$ cat src/rtl/lcd_panel_sequencer.sv
// Panel power / LVDS / backlight sequencer with enforced on/off ordering and minimum dwells.
// Optional request deglitch filter enabled by defining LCD_SEQ_DEGLITCH_EN.
module lcd_panel_sequencer #(
   parameter logic [23:0] T_PWR_TO_LVDS     = 24'd500000,
   parameter logic [23:0] T_LVDS_TO_BKL     = 24'd2000000,
   parameter logic [23:0] T_BKL_OFF_TO_LVDS = 24'd2000000,
   parameter logic [23:0] T_LVDS_OFF_TO_PWR = 24'd500000,
   parameter logic [23:0] T_PWR_OFF_MIN     = 24'd5000000,
   parameter logic [7:0]  DGL_CYCLES        = 8'd4
) (
   input  logic       clk,
   input  logic       rst,
   input  logic       panel_pwr_req,
   input  logic       bkl_on_req,
   output logic       lcd_pwr_en,
   output logic       lvds_out_en,
   output logic       lcd_bklt_en,
   output logic [2:0] seq_state,
   output logic       seq_busy
);

   typedef enum logic [2:0] {
      StOff     = 3'd0,
      StPwrOn   = 3'd1,
      StLvdsOn  = 3'd2,
      StBklOn   = 3'd3,
      StBklOff  = 3'd4,
      StLvdsOff = 3'd5,
      StPwrOff  = 3'd6,
      StIllegal = 3'd7
   } state_e;

   logic [1:0] pwr_sync_q, bkl_sync_q;
   logic       pwr_s, bkl_s;
   logic       pwr_f, bkl_f;

   always_ff @(posedge clk) begin
      if (rst) begin
         pwr_sync_q <= 2'b00;
         bkl_sync_q <= 2'b00;
      end else begin
         pwr_sync_q <= {pwr_sync_q[0], panel_pwr_req};
         bkl_sync_q <= {bkl_sync_q[0], bkl_on_req};
      end
   end

   assign pwr_s = pwr_sync_q[1];
   assign bkl_s = bkl_sync_q[1];

`ifdef LCD_SEQ_DEGLITCH_EN
   logic       pwr_f_q, bkl_f_q;
   logic [7:0] pwr_dgl_q, bkl_dgl_q;

   // Filtered value flips only after DGL_CYCLES consecutive disagreeing samples.
   always_ff @(posedge clk) begin
      if (rst) begin
         pwr_f_q   <= 1'b0;
         bkl_f_q   <= 1'b0;
         pwr_dgl_q <= 8'd0;
         bkl_dgl_q <= 8'd0;
      end else begin
         if (pwr_s != pwr_f_q) begin
            if (pwr_dgl_q == DGL_CYCLES - 8'd1) begin
               pwr_f_q   <= pwr_s;
               pwr_dgl_q <= 8'd0;
            end else begin
               pwr_dgl_q <= pwr_dgl_q + 8'd1;
            end
         end else begin
            pwr_dgl_q <= 8'd0;
         end
         if (bkl_s != bkl_f_q) begin
            if (bkl_dgl_q == DGL_CYCLES - 8'd1) begin
               bkl_f_q   <= bkl_s;
               bkl_dgl_q <= 8'd0;
            end else begin
               bkl_dgl_q <= bkl_dgl_q + 8'd1;
            end
         end else begin
            bkl_dgl_q <= 8'd0;
         end
      end
   end

   assign pwr_f = pwr_f_q;
   assign bkl_f = bkl_f_q;
`else
   logic unused_dgl;
   assign unused_dgl = ^DGL_CYCLES;
   assign pwr_f      = pwr_s;
   assign bkl_f      = bkl_s;
`endif

   state_e      state_q, state_d;
   logic [23:0] cnt_q, cnt_d;
   logic        cnt_zero;

   assign cnt_zero = (cnt_q == 24'd0);

   always_comb begin
      state_d = state_q;
      cnt_d   = cnt_zero ? cnt_q : cnt_q - 24'd1;
      case (state_q)
         StOff:     if (pwr_f) state_d = StPwrOn;
         StPwrOn:   if (!pwr_f) state_d = StPwrOff;
                    else if (cnt_zero) state_d = StLvdsOn;
         StLvdsOn:  if (!pwr_f) state_d = StLvdsOff;
                    else if (cnt_zero && bkl_f) state_d = StBklOn;
         StBklOn:   if (!pwr_f || !bkl_f) state_d = StBklOff;
         StBklOff:  if (cnt_zero) state_d = pwr_f ? StLvdsOn : StLvdsOff;
         StLvdsOff: if (cnt_zero) state_d = StPwrOff;
         StPwrOff:  if (cnt_zero) state_d = StOff;
         default:   state_d = StOff;
      endcase
      // Loading T-1 on entry plus exit-at-zero yields exactly T cycles of dwell.
      if (state_d != state_q) begin
         case (state_d)
            StPwrOn:   cnt_d = T_PWR_TO_LVDS - 24'd1;
            StLvdsOn:  cnt_d = T_LVDS_TO_BKL - 24'd1;
            StBklOff:  cnt_d = T_BKL_OFF_TO_LVDS - 24'd1;
            StLvdsOff: cnt_d = T_LVDS_OFF_TO_PWR - 24'd1;
            StPwrOff:  cnt_d = T_PWR_OFF_MIN - 24'd1;
            default:   cnt_d = 24'd0;
         endcase
      end
   end

   // Outputs are decoded from the next state so they switch on the same edge as the state.
   always_ff @(posedge clk) begin
      if (rst) begin
         state_q     <= StOff;
         cnt_q       <= 24'd0;
         lcd_pwr_en  <= 1'b0;
         lvds_out_en <= 1'b0;
         lcd_bklt_en <= 1'b0;
         seq_busy    <= 1'b0;
      end else begin
         state_q     <= state_d;
         cnt_q       <= cnt_d;
         lcd_pwr_en  <= state_d inside {StPwrOn, StLvdsOn, StBklOn, StBklOff, StLvdsOff};
         lvds_out_en <= state_d inside {StLvdsOn, StBklOn, StBklOff};
         lcd_bklt_en <= (state_d == StBklOn);
         seq_busy    <= state_d inside {StPwrOn, StBklOff, StLvdsOff, StPwrOff};
      end
   end

   assign seq_state = state_q;

endmodule
$ cat config.mk
export PLATFORM = sky130hd
export DESIGN_NAME = lcd_panel_sequencer
export DESIGN_NICKNAME = d
export VERILOG_FILES = /design/src/rtl/lcd_panel_sequencer.sv
export SDC_FILE = /design/constraint.sdc
export NUM_CORES = 1
export LEC_CHECK = 0
export CAP_MARGIN = 30
export CELL_PAD_IN_SITES_DETAIL_PLACEMENT = 0
export CELL_PAD_IN_SITES_GLOBAL_PLACEMENT = 1
export CORE_MARGIN = 2
export CORE_UTILIZATION = 35
export CTS_CLUSTER_DIAMETER = 40
export DETAILED_ROUTE_END_ITERATION = 6
export PLACE_DENSITY_LB_ADDON = 0.2
export RECOVER_POWER = 100
export SLEW_MARGIN = 20
export SYNTH_ARGS = -nofsm -noshare
export SYNTH_HDL_FRONTEND = slang
export SYNTH_SLANG_ARGS = --single-unit
$ cat constraint.sdc
create_clock -name clk -period 2.7 [get_ports clk]
set_input_delay 0.54 -clock clk [delete_from_list [all_inputs] [get_ports clk]]
set_output_delay 0.54 -clock clk [all_outputs]
set_load 0.01 [all_outputs]
### Yosys cells after proc, flatten, opt, wreduce, memory -nomap -nowiden

Index checks and enable logic that the tools add are counted.

| operators by class | value |
|---|---|
| reduce and logical (&&, ||, !) cells | 11 |
| equality and inequality tests | 14 |
| mux-type cells | 14 |
| add/subtract/negate cells | 1 |

Operators with widths:

| kind | number |
|---|---|
| 23-bit case mux with 3 select lines | 1 |
| 24-bit 2-to-1 mux | 2 |
| 3-bit 2-to-1 mux | 10 |
| 24-bit logical NOT | 1 |
| 24-bit by 1-bit subtractor with 24-bit output, second input constant | 1 |
| 3-bit case mux with 7 select lines | 1 |
| 3-bit equality test, second input constant | 6 |
| 3-bit by 2-bit equality test with 1-bit output, second input constant | 4 |
| 3-bit by 1-bit equality test with 1-bit output, second input constant | 2 |
| 5-bit nonzero test | 1 |
| 4-bit nonzero test | 1 |
| 2-bit OR reduction | 2 |
| 3-bit logical NOT | 1 |
| 3-bit inequality test | 1 |
| 3-bit nonzero test | 1 |
| 1-bit logical NOT | 2 |
| 2-bit by 1-bit inequality test with 1-bit output, second input constant | 1 |
| 1-bit logical AND | 1 |
| 1-bit logical OR | 1 |

| word-level totals | value |
|---|---|
| logic and storage cells | 48 |
| input port bits | 4 |
| flip-flop bits (word level) | 35 |

### Longest topological paths before layout

Gate-level depths: netlist of run 1.

| logic depth | value |
|---|---|
| word-level depth | 9 |
| depth in mapped cells | 11 |

### Least setup slack after synthesis of run 1

No wires, ideal clock.

| timing | value |
|---|---|
| path kind | reg2reg |
| start point | register cnt_q[0] |
| end point | register state_q[0] (netlist: seq_state[0]) |
| data arrival time | 2.424 ns |
| buffers on the path | 2 |
| required time | 2.585 ns |
| stages on the path, launching flop included | 11 |
| setup slack | 0.161 ns |
| path through | dfxtp_1 > inv_1 > ha_1 > or4b_1 > buf_2 > nor4_4 > and2_1 > buf_6 > mux2i_1 > a221o_1 > and2_1 |

| on the way | value |
|---|---|
| word-level cells in the longest chain between the ends | 5 |

Ends and longest elaborated chain:

| what | RTL line | RTL |
|---|---|---|
| start, declared | 95 | `logic [23:0] cnt_q, cnt_d;` |
| start signal, assigned | 139 | `cnt_q <= cnt_d;` |
| 24-bit logical NOT (*) | 98 | `assign cnt_zero = (cnt_q == 24'd0);` |
| 1-bit logical AND | 108 | `else if (cnt_zero && bkl_f) state_d = StBklOn;` |
| 3-bit 2-to-1 mux | 108 |  |
| 3-bit 2-to-1 mux | 107 | `StLvdsOn: if (!pwr_f) state_d = StLvdsOff;` |
| 3-bit case mux with 7 select lines (*) | 103 | `case (state_q)` |
| end signal, assigned | 131 | `state_q <= StOff;` |
| end signal, assigned | 138 | `state_q <= state_d;` |
| end, declared | 94 | `state_e state_q, state_d;` |

Mark *: on every way between the ends. The rest lies on a longest branch, timed or not.
A chain may end at the register's enable or synchronous reset.

### Final worst setup path of run 1

| timing | value |
|---|---|
| start point | register cnt_q[0] |
| end point | register cnt_q[12] |

| on the way | value |
|---|---|
| word-level cells in the longest chain between the ends | 7 |

Ends and longest elaborated chain:

| what | RTL line | RTL |
|---|---|---|
| 24-bit logical NOT | 98 |  |
| 1-bit logical AND | 108 |  |
| 3-bit 2-to-1 mux | 108 |  |
| 3-bit 2-to-1 mux | 107 |  |
| 3-bit case mux with 7 select lines | 103 |  |
| 3-bit inequality test | 116 | `if (state_d != state_q) begin` |
| 2-bit by 1-bit inequality test with 1-bit output (no line) or 24-bit 2-to-1 mux (tied branches) | -- |  |

Several ways; a longest one is shown, not always the timed one. The select of a mux whose other input is x is not followed.

==> key figures, run 1 <==
Outcome
  • Status: complete, no violations

Placed design
  • Port Buffers: 10
  • Post-DP HPWL: 3.92 mm
  • Placed Cells: 348
  • Final GP Congestion: 0.857

Pwr
  • Pint: 1.45 mW
  • Comb pwr share: 43.5%
  • Clock power share: 24.1%
  • Sequential Power Share: 32.3%
  • P_sw: 0.915 mW
  • Power Dens Cells: 985 mW/mm²
  • VDD IR max: 502 µV
  • Static Leakage: 0.896 nW
  • Sw Share: 38.7%

Worst setup path
  • RR Endpoint: cnt_q[12]$_SDFFE_PP0P_
  • Slowest CP cell: or4b_1
  • Max incr delay on CP: 0.55 ns
  • Critical path's top delay family: simple AND/OR/NAND/NOR gates
  • CP bufs+invs: 2
  • Worst r2r src: cnt_q[0]$_SDFFE_PP0P_
  • Critical path type: register to register
  • Worst path depth: 9
  • Worst path cell trace: inv_1 -> ha_1 -> or4b_1 -> nor4_4 -> and2_1 -> buf_4 -> nor2_1 -> nor2_1 -> nor3_1
  • Critical Path End Type: register
  • Worst Path Max Fanout: 7
  • Cell mode on critical path: nor2_1
  • R2R setup slack: 0.20 ns
  • Worst setup SP type: register
  • Cells on worst reg2reg path: 9
  • Worst path arrival time: 2.65 ns
  • WP data required: 2.85 ns

GRT
  • All-Layer GR Usage: 18.0%
  • Initial antenna violation count: 0
  • Grt ovf: 0
  • Largest net degree at the start of global routing: 19
  • First-pass GRT wire length: 8.86 mm
  • Vias in the first global route: 1762

Timing
  • Max Slew Vio Count: 0
  • Total negative setup slack: 0 ns
  • Max-slew headroom: 49.9%
  • WHS: 0.446 ns
  • Min cycle time layout: 2.50 ns
  • Endpoints failing setup: 0
  • FMAX: 401 MHz
  • Final Cycle Share: 92.5%
  • Layout Skew: 0.00692 ns
  • Final hold viol count: 0
  • Measured slew at the worst slew-check pin: 0.752 ns
  • RSZ-0062 raised after global routing: false

Logic synthesis
  • Unique masters post-synth: 53
  • Synth Instances: 267
  • Post-synthesis sequential area ratio: 34.4%
  • Fraction of registers with async set/reset: 0%
  • Synthesis Warnings: 0
  • Cell Area, Synth: 0.00204 mm²
  • Top FF cell, synth: dfxtp_1
  • Syn avg cell area: 7.64 µm²
  • Top-area cell type share of the netlist area: 34.4%
  • Yosys reg bits: 35
  • Number of synthesized flops with an enable pin: 0
  • Synthesized netlist net count: 272
  • Top post-synthesis cells by area: dfxtp_1 (34%), nand2_1 (6.4%), a21oi_1 (6.4%), xnor2_1 (5.2%), nor2_1 (4.2%)
  • Dominant cell type by area after synthesis: dfxtp_1

Layout
  • Nets@finish: 288
  • Most frequent cells in the layout: nand2_1 (35), dfxtp_1 (35), a21oi_1 (26), nor2_1 (23)
  • Syn-to-layout area delta: 17.8%
  • Layout cell share with drive strength beyond 1: 10.6%
  • N_diodes: 0
  • Non-Filler Instances: 356

Route
  • DRT met1 WL: 2.70 mm
  • Post-route DRC: 0
  • DRT antenna net count: 0
  • Highest metal used: met4
  • Met2 routed WL: 2.35 mm
  • Routed len/inst: 15.1 µm
  • Drt total wl: 5.39 mm
  • 1st-iter DRT viols: 134
  • Routed wl met3: 253 µm
  • DRT Pass-1 Iters: 4
  • Vias: 1909
  • Vias per cell: 5.36

CTS
  • TritonCTS buffer count: 5
  • Root buffer cell: clkbuf_8
  • Clk slew on worst S/H paths: 0.08 ns
  • CTS tree: built
  • # clock sinks: 35
  • Postcts setup bufs: 0
  • Clock buffer depth: 2
  • Hold-fix buffers, CTS: 0
  • H-Tree Depth: 2
  • Worst skew pair latency: 0.29 ns
  • Post-CTS sizing: 0

Floorplanning
  • Core outline area: 0.00557 mm²
  • Die height: 80.3 µm
  • IO Pins: 11
  • DIE AREA: 0.00645 mm²
  • Die W: 80.3 µm
  • Num rows: 27
  • Starting Density: 36.6%

Hold path
  • Worst hold path class: register to register
  • Hold_sp: pwr_sync_q[0]$_SDFF_PP0_
  • Worst hold endpoint: pwr_sync_q[1]$_SDFF_PP0_
  • Hold Path Cell Cnt: 1

Flow run
  • MaxCap Viol Count: 0
-- routing by layer --
metal	vias up	global-route usage, %
met2	47	26.7
li1	979	-
met4	0	6.10
met5	-	0
met3	8	3.37
met1	875	26.1
-- how the worst max path moves through the flow --
stage                              end                   from
6_report        cnt_q[12]$_SDFFE_PP0P_  cnt_q[0]$_SDFFE_PP0P_
5_1_grt         cnt_q[21]$_SDFFE_PP0P_  cnt_q[0]$_SDFFE_PP0P_
4_1_cts         cnt_q[21]$_SDFFE_PP0P_  cnt_q[0]$_SDFFE_PP0P_
3_5_place_dp     cnt_q[9]$_SDFFE_PP0P_  cnt_q[0]$_SDFFE_PP0P_
3_3_place_gp    lcd_bklt_en$_SDFF_PP0_  cnt_q[0]$_SDFFE_PP0P_
2_1_floorplan  seq_state[0]$_SDFF_PP0_  cnt_q[0]$_SDFFE_PP0P_
-- logic make-up (layout without fill, tap and decap cells) --
logic type                 Yosys count  after routing  share of synthesized area (%)
adders and majority gates            1              1                          0.613
AOI/OAI and AO/OA                   72             72                           22.0
muxes                                2              2                          0.982
xor gates and xnor gates            20             20                           8.59
buffers and inverters               27             44                           5.77
and+or+nand+nor                    110            110                           27.7
DFF                                 35             35                           34.4
-- sequential cells by signal (all words and copies together), names as in the netlist --
signal,count
bkl_sync_q,2
cnt_q,24
lcd_bklt_en,1
lcd_pwr_en,1
lvds_out_en,1
pwr_sync_q,2
seq_busy,1
seq_state,3
-- power by group through the flow --
stage	registers [mW]	clock network (mW)	logic (mW)
final	0.765	0.571	1.03
after global routing	0.788	0.609	1.14
after CTS	0.765	0.584	1.03
after detailed placement	0.777	0	1.02
after global placement	0.777	0	1.04
after floorplan	0.745	0	0.772
-- worst reg2reg max path, cell delays in order (launching register included) --
cell	delay, ns
dfxtp_1	0.32
inv_1	0.08
ha_1	0.21
or4b_1	0.55
nor4_4	0.32
and2_1	0.24
buf_4	0.18
nor2_1	0.05
nor2_1	0.31
nor3_1	0.10
-- final cells by class --
type	count	area, µm²
Tap cell	72	90.1
Inverter	8	30.0
Multi-Input combinational cell	205	1220
Clock inverter	3	67.6
Sequential cell	35	701
Clock buffer	5	68.8
Fill cell	597	3170
Timing Repair Buffer	28	224
-- cell usage after synthesis, types with 3 or more instances --
library cell and instances:
a31oi_1 7, nor4_1 3, clkbuf_1 13, inv_1 7
and2_1 3, dfxtp_1 35, nor2b_1 4, nand3b_1 4
nand3_1 6, nand2_1 35, xor2_1 8, xnor2_1 12
nor3_1 13, nor2_1 23, buf_2 4, or4_1 4
a21oi_1 26, a21boi_0 3, o21ai_0 15
-- through the flow --
| step | util [%] | area (µm²) | power (mW) | setup slack [ns] |
|---|---|---|---|---|
| 2_1_floorplan | - | 2040 | 1.52 | 0.161 |
| 3_3_place_gp | 40.9 | 2280 | 1.82 | 0.216 |
| 3_5_place_dp | 40.9 | 2280 | 1.79 | 0.234 |
| 4_1_cts | 43.3 | 2410 | 2.38 | 0.216 |
| 5_1_grt | 43.1 | 2400 | 2.54 | 0.0377 |
| 6_report | 43.1 | 2400 | 2.37 | 0.203 |
(Power assumes the default switching activity.)
==> run 2: changes to the inputs <==
Clock period 2.7 ns to 3.2 ns, I/O delays scaled along.
==> run 2 against run 1 <==
  * Sequential cell count unchanged
  * Cell count is 1.7% lower
  * Maximum frequency shrank 15%
  * Wire length is 0.69% lower
  * Combinational power decreased by 20%
  * Global-route usage is 0.60 points higher
  * Critical path type unchanged
  * Largest cell class unchanged
  * Highest routed layer unchanged
==> key figures, run 2 (same netlist as run 1, synthesis figures left out) <==
Outcome
  • Status: complete, no violations

Worst setup path
  • Worst path arrival time: 3.11 ns
  • Worst setup SP type: register
  • WP data required: 3.37 ns
  • Critical Path End Type: register
  • CP bufs+invs: 2
  • Critical path's top delay family: simple AND/OR/NAND/NOR gates
  • Worst path cell trace: inv_1 -> ha_1 -> or4b_1 -> nor4_1 -> clkbuf_1 -> a21oi_1 -> a21boi_0 -> o22ai_1 -> and2_0
  • Critical path type: register to register
  • Slowest CP cell: or4b_1
  • Worst Path Max Fanout: 9
  • Max incr delay on CP: 0.60 ns

Route
  • DRT antenna net count: 0
  • Routed len/inst: 15.3 µm
  • Post-route DRC: 0
  • Vias per cell: 5.48
  • Vias: 1919
  • 1st-iter DRT viols: 157
  • DRT Pass-1 Iters: 4
  • Drt total wl: 5.35 mm

Timing
  • Fin worst setup slack: 0.265 ns
  • Endpoints failing setup: 0
  • Layout Skew: 0.0123 ns
  • FMAX: 341 MHz
  • Total negative setup slack: 0 ns
  • Final hold viol count: 0
  • WHS: 0.440 ns
  • Max Slew Vio Count: 0
  • Final Cycle Share: 91.7%
  • RSZ-0062 raised after global routing: false
  • Max-slew headroom: 48.6%
  • Min cycle time layout: 2.93 ns
  • Measured slew at the worst slew-check pin: 0.772 ns

CTS
  • Postcts setup bufs: 0
  • Root buffer cell: clkbuf_8
  • H-Tree Depth: 2
  • Clock buffer depth: 2
  • CTS tree: built
  • # clock sinks: 35
  • Post-CTS sizing: 0
  • Hold-fix buffers, CTS: 0
  • Clk slew on worst S/H paths: 0.08 ns
  • TritonCTS buffer count: 5
  • Worst skew pair latency: 0.29 ns

Pwr
  • Power Dens Cells: 810 mW/mm²
  • VDD IR max: 396 µV
  • Static Leakage: 0.863 nW

Floorplanning
  • Core outline area: 0.00557 mm²
  • Starting Density: 36.6%
  • DIE AREA: 0.00645 mm²
  • Num rows: 27
  • Die W: 80.3 µm
  • IO Pins: 11
  • Die height: 80.3 µm

Layout
  • Nets@finish: 282
  • N_diodes: 0
  • Register area: 701 µm²
  • Final core utilization: 41.7%
  • Layout cell share with drive strength beyond 1: 8.27%
  • Multi-input gate area: 0.00121 mm²
  • FILL cells: 585
  • Most frequent cells in the layout: nand2_1 (35), dfxtp_1 (35), a21oi_1 (26), nor2_1 (23), o21ai_0 (15)
  • Syn-to-layout area delta: 13.9%
  • Max reg flops: 24
  • Largest reg by FF count: cnt_q

Flow run
  • MaxCap Viol Count: 0

Placed design
  • Post-place setup slack: 0.451 ns
  • Port Buffers: 10
  • Post-DP HPWL: 3.81 mm
  • Final GP Congestion: 0.867

GRT
  • Vias in the first global route: 1870
  • Initial antenna violation count: 0
  • Grt ovf: 0
  • Largest net degree at the start of global routing: 19
  • All-Layer GR Usage: 18.6%
  • First-pass GRT wire length: 9.25 mm

Hold path
  • Worst hold path class: register to register
## run 2: where the power goes
part           internal [mW]  total [mW]  leakage [nW]  switching, mW
Clock                  0.252       0.415        0.0612          0.163
Combinational          0.342       0.819         0.515          0.477
Sequential             0.545       0.648         0.287          0.103
## run 2: final cells by class
type	instances	share of cell area, %
clock buffers	6	3.55
well taps	72	3.88
inverters	8	1.29
flip-flops and latches	35	30.2
multi-input cells	205	51.9
clock inverters	2	1.51
repair buffers	22	7.70
## run 2: final timing paths
kind	start	endpoint	slack, ns	cells past startpoint
worst max-delay path	cnt_q[0]$_SDFFE_PP0P_	lcd_bklt_en$_SDFF_PP0_	0.27	9
worst min-delay path	bkl_sync_q[0]$_SDFF_PP0_	bkl_sync_q[1]$_SDFF_PP0_	0.44	1
worst max register to register	cnt_q[0]$_SDFFE_PP0P_	lcd_bklt_en$_SDFF_PP0_	0.27	9
worst min register to register	bkl_sync_q[0]$_SDFF_PP0_	bkl_sync_q[1]$_SDFF_PP0_	0.44	1
## run 2: through the flow
| step | power [mW] | std cells | area [µm²] |
|---|---|---|---|
| 6_report | 1.88 | 350 | 2320 |
| 5_1_grt | 2.03 | 350 | 2320 |
| 4_1_cts | 1.93 | 350 | 2350 |
| 3_5_place_dp | 1.50 | 342 | 2230 |
| 3_3_place_gp | 1.52 | 342 | 2230 |
| 2_1_floorplan | 1.28 | 267 | 2040 |
## run 2: routing by layer
metal | track usage [%] | share of wire (%) | routed length, µm | up-vias
met3 | 3.48 | 5.9 | 317 | 7
met4 | 6.10 | 1.4 | 74 | 0
met1 | 27.4 | 49 | 2600 | 898
li1 | - | - | - | 966
met5 | 0 | 0 | 0 | -
met2 | 27.2 | 44 | 2360 | 48
==> run 3: changes to the inputs <==
Settings changed: CORE_UTILIZATION 35 to 40.
==> run 3 against run 2 <==
  * Maximum frequency is 4.9% higher
  * Global-route usage increased by 2.4 points
  * Critical endpoint is now cnt_q[21]$_SDFFE_PP0P_
  * Cell area fell by 1.3%
  * Worst hold slack barely moved
  * Total power is 4.2% lower
  * First-iteration DRC count grew 1.9%
==> key figures, run 3 (same netlist as run 1, synthesis figures left out) <==
Placed design
  • Port Buffers: 10
  • Final GP Congestion: 0.831
  • Post-place setup slack: 0.469 ns
  • Post-DP HPWL: 3.84 mm

Layout
  • Largest reg by FF count: cnt_q
  • N_diodes: 0
  • Register area: 701 µm²
  • Max reg flops: 24
  • Layout cell share with drive strength beyond 1: 7.94%
  • Final core utilization: 47.6%
  • Syn-to-layout area delta: 12.4%
  • Nets@finish: 281
  • Most frequent cells in the layout: nand2_1 (35), dfxtp_1 (35), a21oi_1 (26), nor2_1 (23), o21ai_0 (15)
  • FILL cells: 511
  • Multi-input gate area: 0.00122 mm²

Floorplanning
  • Starting Density: 42.3%
  • Num rows: 25
  • IO Pins: 11
  • Core outline area: 0.00482 mm²
  • Die W: 75.4 µm
  • Die height: 75.4 µm
  • DIE AREA: 0.00569 mm²

GRT
  • First-pass GRT wire length: 8.95 mm
  • Grt ovf: 0
  • Vias in the first global route: 1822
  • Largest net degree at the start of global routing: 23
  • All-Layer GR Usage: 21.0%
  • Initial antenna violation count: 0

CTS
  • Root buffer cell: clkbuf_8
  • Hold-fix buffers, CTS: 0
  • H-Tree Depth: 2
  • Worst skew pair latency: 0.29 ns
  • Clock buffer depth: 2
  • TritonCTS buffer count: 5
  • CTS tree: built
  • Postcts setup bufs: 0
  • Clk slew on worst S/H paths: 0.07 ns
  • # clock sinks: 35
  • Post-CTS sizing: 0

Pwr
  • Static Leakage: 0.846 nW
  • Power Dens Cells: 787 mW/mm²
  • VDD IR max: 457 µV

Worst setup path
  • Max incr delay on CP: 0.62 ns
  • Cell mode on critical path: nor2_1
  • Worst setup SP type: register
  • WP data required: 3.34 ns
  • Worst Path Max Fanout: 10
  • Worst path arrival time: 2.94 ns
  • Critical Path End Type: register
  • Slowest CP cell: or4b_1
  • Critical path type: register to register
  • Worst path cell trace: inv_1 -> ha_1 -> or4b_1 -> nor4_4 -> and2_1 -> buf_4 -> nor2_1 -> nor2_1 -> nor3_1

Route
  • Post-route DRC: 0
  • 1st-iter DRT viols: 160
  • Drt total wl: 5.34 mm
  • Vias per cell: 5.62
  • Vias: 1933
  • DRT Pass-1 Iters: 4
  • DRT antenna net count: 0
  • Routed len/inst: 15.5 µm

Timing
  • Endpoints failing setup: 0
  • Min cycle time layout: 2.80 ns
  • Total negative setup slack: 0 ns
  • Fin worst setup slack: 0.401 ns
  • Final Cycle Share: 87.5%
  • Max-slew headroom: 46.7%
  • WHS: 0.440 ns
  • Max Slew Vio Count: 0
  • Layout Skew: 0.0146 ns
  • RSZ-0062 raised after global routing: false
  • FMAX: 357 MHz
  • Final hold viol count: 0
  • Measured slew at the worst slew-check pin: 0.799 ns

Outcome
  • Status: complete, no violations

Hold path
  • Worst hold path class: register to register

Flow run
  • MaxCap Viol Count: 0
## run 3: cell count changes in the layout (fill, tap and decap cells not counted)
cell       delta
and2_1        +1
nor4_1        -1
and2_0        -1
clkbuf_8      -1
bufinv_16     -1
nor4_4        +1
clkbuf_1      +1
## run 3: final cells by class
class / instances / area share (%)
Sequential cell: 35 / 30.6
Multi-Input combinational cell: 205 / 53.3
Timing Repair Buffer: 21 / 7.64
Inverter: 8 / 1.31
Clock inverter: 1 / 0.218
Clock buffer: 7 / 3.33
Tap cell: 67 / 3.66
## run 3: power breakdown
part,leakage (nW),internal (mW),switching [mW]
Combinational,0.517,0.352,0.500
Clock,0.0422,0.153,0.151
Sequential,0.287,0.545,0.104
Total,0.846,1.05,0.754
## run 3: routing by layer
layer	vias up	wire (µm)	track usage, %
li1	969	-	-
met1	908	2660	30.0
met2	47	2260	30.8
met3	9	317	4.37
met4	0	95	8.58
met5	-	0	0
## run 3: critical path, delay by kind of cell (launching register included)
| family | cells | cell delay [ns] |
|---|---|---|
| and+or+nand+nor | 6 | 1.81 |
| adders and majority gates | 1 | 0.20 |
| buffers and inverters | 2 | 0.31 |
| DFF | 1 | 0.32 |
## run 3: path summary, 6_finish.rpt
| kind | start | to | slack, ns | depth (start not counted) |
|---|---|---|---|---|
| worst min-delay path | pwr_sync_q[0]$_SDFF_PP0_ | pwr_sync_q[1]$_SDFF_PP0_ | 0.44 | 1 |
| worst max register to register | cnt_q[0]$_SDFFE_PP0P_ | cnt_q[21]$_SDFFE_PP0P_ | 0.40 | 9 |
| worst max-delay path | cnt_q[0]$_SDFFE_PP0P_ | cnt_q[21]$_SDFFE_PP0P_ | 0.40 | 9 |
| worst min register to register | pwr_sync_q[0]$_SDFF_PP0_ | pwr_sync_q[1]$_SDFF_PP0_ | 0.44 | 1 |
## run 3: through the flow
stage / total power, mW / instances / instance area (µm²)
after floorplan: 1.28 / 267 / 2040
after global placement: 1.52 / 336 / 2220
after detailed placement: 1.50 / 336 / 2220
after CTS: 1.81 / 344 / 2300
after global routing: 1.94 / 344 / 2290
final: 1.80 / 344 / 2290
